`config.mk`:
```
export PLATFORM = sky130hd
export DESIGN_NAME = input_debouncer
export DESIGN_NICKNAME = d
export VERILOG_FILES = /design/src/rtl/debounce_pkg.sv /design/src/rtl/debounce_channel.sv /design/src/rtl/input_debouncer.sv
export SDC_FILE = /design/constraint.sdc
export NUM_CORES = 1
export LEC_CHECK = 0
export CORE_AREA = 4 4 76 78
export DETAILED_ROUTE_END_ITERATION = 12
export DIE_AREA = 0 0 80 82
export DONT_BUFFER_PORTS = 1
export GPL_ROUTABILITY_DRIVEN = 0
export HOLD_SLACK_MARGIN = 0.03
export PLACE_DENSITY = 0.57
export SLEW_MARGIN = 10
export SYNTH_ARGS = -nofsm -noshare
export SYNTH_HDL_FRONTEND = slang
export SYNTH_HIERARCHICAL = 1
export SYNTH_SLANG_ARGS = --single-unit
```
`constraint.sdc`:
```
create_clock -name clk -period 1.35 [get_ports clk]
set_input_delay 0.27 -clock clk [delete_from_list [all_inputs] [get_ports clk]]
set_output_delay 0.27 -clock clk [all_outputs]
set_load 0.02 [all_outputs]
```
`src/rtl/debounce_pkg.sv`:
```
// rtl/debounce_pkg.sv - shared defaults for the input debouncer
package debounce_pkg;

   localparam int DEBOUNCE_CNT_W_DEFAULT  = 16;
   localparam int DEBOUNCE_STABLE_DEFAULT = 50000;
   localparam int DEBOUNCE_SIM_STABLE     = 4;

endpackage

```
`src/rtl/debounce_channel.sv`:
```
// rtl/debounce_channel.sv - one synchronizer + stability-count debounce channel
// Edge pulse registers exist only with DEBOUNCE_EDGE_DETECT_EN.
module debounce_channel
   import debounce_pkg::*;
#(
   parameter int CNT_W         = DEBOUNCE_CNT_W_DEFAULT,
   parameter int STABLE_CYCLES = DEBOUNCE_STABLE_DEFAULT
) (
   input  logic clk,
   input  logic rst_n,
   input  logic raw,
`ifdef DEBOUNCE_EDGE_DETECT_EN
   output logic rise,
   output logic fall,
`endif
   output logic lvl
);

   localparam logic [CNT_W-1:0] CNT_LAST = CNT_W'(STABLE_CYCLES - 1);

   if (STABLE_CYCLES < 1 || STABLE_CYCLES > (2 ** CNT_W) - 1) begin : g_bad_param
      $error("debounce_channel: STABLE_CYCLES out of range for CNT_W");
   end

   logic             s1;
   logic             s2;
   logic [CNT_W-1:0] cnt;
   logic             done;

   // done marks the cycle in which a differing s2 has been stable long enough
   assign done = (s2 != lvl) && (cnt == CNT_LAST);

   always_ff @(posedge clk or negedge rst_n) begin
      if (!rst_n) begin
         s1  <= 1'b0;
         s2  <= 1'b0;
         cnt <= '0;
         lvl <= 1'b0;
      end else begin
         s1 <= raw;
         s2 <= s1;
         if (s2 == lvl) begin
            cnt <= '0;
         end else if (done) begin
            lvl <= s2;
            cnt <= '0;
         end else begin
            cnt <= cnt + CNT_W'(1);
         end
      end
   end

`ifdef DEBOUNCE_EDGE_DETECT_EN
   always_ff @(posedge clk or negedge rst_n) begin
      if (!rst_n) begin
         rise <= 1'b0;
         fall <= 1'b0;
      end else begin
         rise <= done & s2;
         fall <= done & ~s2;
      end
   end
`endif

endmodule

```
`src/rtl/input_debouncer.sv`:
```
// rtl/input_debouncer.sv - two independent debounce channels feeding gate operands
// Optional edge pulse ports with DEBOUNCE_EDGE_DETECT_EN.
module input_debouncer
   import debounce_pkg::*;
#(
   parameter int CNT_W         = DEBOUNCE_CNT_W_DEFAULT,
   parameter int STABLE_CYCLES = DEBOUNCE_STABLE_DEFAULT
) (
   input  logic clk,
   input  logic rst_n,
   input  logic in1_raw,
   input  logic in2_raw,
`ifdef DEBOUNCE_EDGE_DETECT_EN
   output logic in1_rise,
   output logic in1_fall,
   output logic in2_rise,
   output logic in2_fall,
`endif
   output logic in1,
   output logic in2
);

   debounce_channel #(
      .CNT_W         (CNT_W),
      .STABLE_CYCLES (STABLE_CYCLES)
   ) u_ch1 (
      .clk   (clk),
      .rst_n (rst_n),
      .raw   (in1_raw),
`ifdef DEBOUNCE_EDGE_DETECT_EN
      .rise  (in1_rise),
      .fall  (in1_fall),
`endif
      .lvl   (in1)
   );

   debounce_channel #(
      .CNT_W         (CNT_W),
      .STABLE_CYCLES (STABLE_CYCLES)
   ) u_ch2 (
      .clk   (clk),
      .rst_n (rst_n),
      .raw   (in2_raw),
`ifdef DEBOUNCE_EDGE_DETECT_EN
      .rise  (in2_rise),
      .fall  (in2_fall),
`endif
      .lvl   (in2)
   );

endmodule

```
# [Yosys cells after proc, flatten, opt, wreduce, memory -nomap -nowiden]
# Index checks and enable logic that the tools add are counted.
[word_totals] register_bits=38 latch_bits=0 ramBits=0 mem_bits_ro=0 word_cells=26 n_memories=0
[op_classes] addsub=2 mul=0 div=0 order_cmp=0 n_eq_ne=6 shift=0 mux=4 n_bitwise=2 n_reduce_logical=4
[ops] operator="16-bit 2-to-1 mux" count=4
[ops] operator="16-bit by 1-bit adder with 16-bit output (second input constant)" count=2
[ops] operator="16-bit == test (second input constant)" count=2
[ops] operator="2-bit AND reduction" count=2
[ops] operator="1-bit == test" count=2
[ops] operator="1-bit logical AND" count=2
[ops] operator="1-bit != test" count=2
[ops] operator="1-bit inverter" count=2

# [Logic depth before layout (Yosys ltp)]
[logic_depth] depth_word=4 depth_mapped=6 ltp_nobuf=5

# [By module]
# The synthesis kept the hierarchy.
[modules_own_cells] module="debounce_channel" instances=2 cells_each=88 area_each_um2=933.4 seq_area_each_um2=475.5

# [Worst setup path before layout]
# No wires, ideal clock.
[synth_path] kind="register to register" startpoint="reg u_ch1.cnt[0]" endpoint="reg u_ch1.lvl" setup_ns=0.125 t_arrival_ns=1.309 required_time_ns=1.225 path_slack_ns=-0.084 stages_incl_launch_ff=5 n_path_buf=0 synth_period_minus_slack_ns=1.434 path_cell_list="dfrtp_1 ha_1 and3_2 nand4_1 mux2_2"
[synth_between] elab_chain_cells=3
[synth_lines] item="start, declared" line_no="debounce_channel.sv:27" rtl="logic [CNT_W-1:0] cnt;"
[synth_lines] item="start signal, assigned" line_no="debounce_channel.sv:48" rtl="cnt <= cnt + CNT_W'(1);"
[synth_lines] item="16-bit == test" line_no="debounce_channel.sv:31" rtl="assign done = (s2 != lvl) && (cnt == CNT_LAST);"
[synth_lines] item="1-bit logical AND" line_no="debounce_channel.sv:31"
[synth_lines] item="2-bit AND reduction (no line)"
[synth_lines] item="end signal, assigned" line_no="debounce_channel.sv:38" rtl="lvl <= 1'b0;"
[synth_lines] item="end signal, assigned" line_no="debounce_channel.sv:45" rtl="lvl <= s2;"
[synth_lines] item="end, declared" line_no="debounce_channel.sv:16" rtl="output logic lvl"
# No other way between the ends.
# A chain may end at the register's enable or synchronous reset.

# [Worst setup path in the final report]
[layout_path] startpoint="reg u_ch1.cnt[10]" endpoint="reg u_ch1.lvl"
# The elaborated chain is that of the path after synthesis.

==> impl.org <==
** STA
- Max-slew violation count :: 0
- Final setup margin :: -0.146 ns
- Total Negative Setup Slacks :: -3.32 ns
- Static timing analysis puts the maximum clock frequency at 668 MHz.
- Unrepaired setup endpoints after global routing :: true
- Relative slew margins :: 0.638
- The number of hold violations in the final report came to 0.
- At the pin with the least slew margin, the transition time is between 0.5 and 0.6 ns.
- In the finished design, the share of the clock period the worst path needs comes to 1.11.
- On the final layout, the worst clock skew is slightly above 0.006 ns.
- Hold is met by 0.359 ns.
- Tmin final :: 1.50 ns
- Setup violations remaining at the end of the flow were counted as 33.

** Placement
- After detailed placement, the total cell area comes to 2190 µm².
- The count of buffers added on input and output ports is 0.
- Timing analysis after detailed placement gives a worst setup slack of -0.234 ns.
- Summed over all nets, the half-perimeter wirelength after detailed placement is about 2.7 mm.

** Run status
- Result of the run :: finished, violations left
- Violations in the final reports :: setup timing

** Critical path
- RR Startpoint :: u_ch1/cnt[10]$_DFF_PN0_
- STA classifies the critical path endpoint as a register.
- The worst setup path is launched from a register.
- Critical path class :: reg2reg
- Across all register-to-register paths, the minimum setup slack is -0.15 ns.
- Data on the critical path is required at its endpoint by between 1.5 and 2 ns.
- At the worst endpoint, the arrival time is 1.66 ns.
- In this run the critical register-to-register path is captured at u_ch1/lvl$_DFFE_PN0P_.
- Of all nets on the critical path, the largest fanout is 4.
- Depth of the worst register-to-register path :: 4

** Floorplan
- Area enclosed by the die boundary :: 6560 µm²
- Area inside the core boundary :: 5070 µm²
- Horizontal die dimension :: 80 µm
- Row generation in the floorplan step produced 26 rows.
- Starting density of the core :: 0.368
- In this run the count of I/O pins placed on the die edge is 6.
- Die Y :: between 80 and 90 µm

** Logic synthesis
- The synthesized netlist occupies a cell area of 1870 µm².
- Yosys reg bits :: 38
- Most area-consuming cells after synthesis :: sky130_fd_sc_hd__dfrtp_1 (51%), sky130_fd_sc_hd__xnor2_1 (11%), sky130_fd_sc_hd__nor2_1 (6.4%)
- Synthesis instantiated 23 different standard cells from the library.
- The average instance in the mapped netlist occupies 10.6 µm².
- Cell type with the highest aggregate area in the netlist :: sky130_fd_sc_hd__dfrtp_1
- Synthesized netlist net count :: around 180
- Share of the yosys chip area belonging to registers :: 0.509
- Cells after Synth :: 176
- Yosys Warn Count :: 6
- The share of synthesized area in the top cell type comes to 0.509.

** Clocking
- TritonCTS built the clock tree.
- The clock net in this run drives a total of 38 sinks.
- Total CTS buffers :: 5
- Clock latency on the worst-skew pair :: 0.28 ns
- H-tree depth :: 2
- Clock tree root buffer cell :: sky130_fd_sc_hd__clkbuf_8
- Clock slew seen by the registers of the worst setup and hold paths :: about 0.070 ns
- Number of buffers between clock root and the deepest sink :: 2

** Job
- Across the run, the number of max-cap violations was 0.

** Worst hold path
- Min-Delay Path Depth :: 0
- Launch instance of the worst min-delay path :: u_ch1/s1$_DFF_PN0_
- The tightest min-delay check is of the reg2reg type.
- The worst hold path terminates at u_ch1/s2$_DFF_PN0_.

** Pwr
- Static Leak :: 1.13 nW
- Maximum ir drop on the vdd rail :: 0.000522 V
- Power density relative to cell area :: ~790 nW/µm²

** Cells and area
- At the end of the flow the core is filled with cells to 0.528.
- Fraction of layout instances using a drive strength above 1 :: 0.441
- Fin area :: around 2700 µm²
- Diodes inserted :: 0
- Post-layout net count :: 234
- From synthesis to final layout, the design area changed by 43.6%.
- Most frequent cells in the layout :: sky130_fd_sc_hd__buf_4 (37), sky130_fd_sc_hd__dfrtp_1 (37), sky130_fd_sc_hd__xnor2_1 (24)

** Route
- Routed Antenna Nets :: 0
- For this block, the routed nets add up to 4.35 mm of wire.
- DRC violations left :: 0
- Total via count after detailed routing :: ~1500
- Ratio of routed vias to standard cells :: between 4 and 5
- The first routing iteration left 98 violations.
- Pre-antenna DRT Iters :: 4
- In the final routed layout, each cell accounts on average for roughly 15 µm.

** Global route
- Global Route Usage Sum :: 0.139
- Global routing finished with a remaining overflow of 0.
- Antenna violations before repair :: 0
- Entering global routing, the biggest net connects 39 pins.
- The first global-routing pass estimated 6.93 mm of wire.
- The via count of the first global-routing pass came to ~1500.
logic make-up (layout without fill, tap and decap cells):
| family | Yosys count | count (layout) | share of synthesized area |
|---|---|---|---|
| AND/OR/NAND/NOR | 90 | 91 | 0.279 |
| flip-flops | 38 | 38 | 0.509 |
| XOR/XNOR | 28 | 28 | 0.131 |
| buffers and inverters | 12 | 64 | 0.0402 |
| AO/OA/AOI/OAI | 4 | 4 | 0.0147 |
| adder cells (fa/ha/maj) | 2 | 2 | 0.0134 |
| multiplexers | 2 | 2 | 0.0121 |
worst max path at each step:
stage | startpoint | cells after the start | slack (ns) | to
after CTS | u_ch2/cnt[11]$_DFF_PN0_ | 5 | -0.1 | u_ch2/cnt[10]$_DFF_PN0_
after detailed placement | u_ch1/cnt[11]$_DFF_PN0_ | 4 | -0.23 | u_ch1/cnt[10]$_DFF_PN0_
after global placement | u_ch1/cnt[11]$_DFF_PN0_ | 4 | -0.14 | u_ch1/cnt[3]$_DFF_PN0_
after global routing | u_ch1/cnt[10]$_DFF_PN0_ | 4 | -0.18 | u_ch1/lvl$_DFFE_PN0P_
after floorplan | u_ch1/cnt[0]$_DFF_PN0_ | 4 | -0.02 | u_ch1/lvl$_DFFE_PN0P_
final | u_ch1/cnt[10]$_DFF_PN0_ | 4 | -0.15 | u_ch1/lvl$_DFFE_PN0P_
metrics by stage:
| stage | cells | power (mW) |
|---|---|---|
| after floorplan | 176 | 1.24 |
| after global placement | 277 | 1.28 |
| after detailed placement | 277 | 1.28 |
| after CTS | 292 | 2.14 |
| after global routing | 299 | 2.24 |
| final | 299 | 2.13 |
state kept, by name (all words and copies together) (netlist names):
name	cells
u_ch2/lvl	1
u_ch1/s1	1
u_ch1/lvl	1
u_ch2/s1	1
u_ch2/cnt	16
u_ch1/cnt	16
u_ch2/s2	1
u_ch1/s2	1
metal layers:
| metal | vias to the layer above | part of all wire | GRT usage | wire length [µm] |
|---|---|---|---|---|
| met5 | - | 0 | 0 | 0 |
| met2 | 19 | 0.56 | 0.262 | 2430 |
| met4 | 0 | 0.011 | 0.0524 | 50 |
| met3 | 6 | 0.025 | 0.0406 | 109 |
| met1 | 734 | 0.40 | 0.144 | 1760 |
| li1 | 714 | - | - | - |
where the power goes:
part	total, mW	internal [mW]	switching, mW
Combinational	0.150	0.0687	0.0808
Clock	0.799	0.412	0.387
Sequential	1.18	1.16	0.0217
Total	2.13	1.64	0.489
synth_stat cells:
cell type / count
sky130_fd_sc_hd__dfrtp_1: 38
sky130_fd_sc_hd__and4bb_2: 2
sky130_fd_sc_hd__nor4b_1: 2
sky130_fd_sc_hd__ha_1: 2
sky130_fd_sc_hd__a21oi_1: 2
sky130_fd_sc_hd__and3_2: 2
sky130_fd_sc_hd__nand3_1: 8
sky130_fd_sc_hd__xnor2_1: 24
sky130_fd_sc_hd__a31o_2: 2
sky130_fd_sc_hd__nor2_1: 32
sky130_fd_sc_hd__inv_1: 8
sky130_fd_sc_hd__nand4_2: 4
sky130_fd_sc_hd__nor4_2: 4
sky130_fd_sc_hd__nor2_2: 2
sky130_fd_sc_hd__nand2_2: 2
sky130_fd_sc_hd__and3_1: 2
sky130_fd_sc_hd__buf_6: 4
sky130_fd_sc_hd__nand2_1: 6
sky130_fd_sc_hd__nor4bb_1: 2
sky130_fd_sc_hd__xor2_1: 4
sky130_fd_sc_hd__mux2_2: 2
sky130_fd_sc_hd__nand4_1: 10
sky130_fd_sc_hd__nor3_1: 12
timing repair:
action | in CTS | in global routing
cloned | 0 | 1
hold buffers | 4 | 0
pin swaps | 9 | 10
gates resized for setup | 23 | 25
setup endpoints to repair | 34 | 34
hold endpoints to repair | 40 | 0
setup buffers | 3 | 6
layout make-up:
| type | count | area [µm²] |
|---|---|---|
| Clock inverter | 1 | 5.00 |
| Clock buffer | 7 | 86.3 |
| Timing Repair Buffer | 48 | 432 |
| Multi-Input combinational cell | 127 | 1090 |
| Tap cell | 70 | 87.6 |
| Sequential cell | 38 | 952 |
| Fill cell | 479 | 2390 |
| Inverter | 8 | 30.0 |
critical path, stage by stage (launching register included):
cell and delay (ns):
sky130_fd_sc_hd__dfrtp_1 0.42, sky130_fd_sc_hd__nor4bb_4 0.34, sky130_fd_sc_hd__nand4_1 0.17, sky130_fd_sc_hd__buf_6 0.17
sky130_fd_sc_hd__mux2_4 0.28
Power figures use the tool's default switching activity.
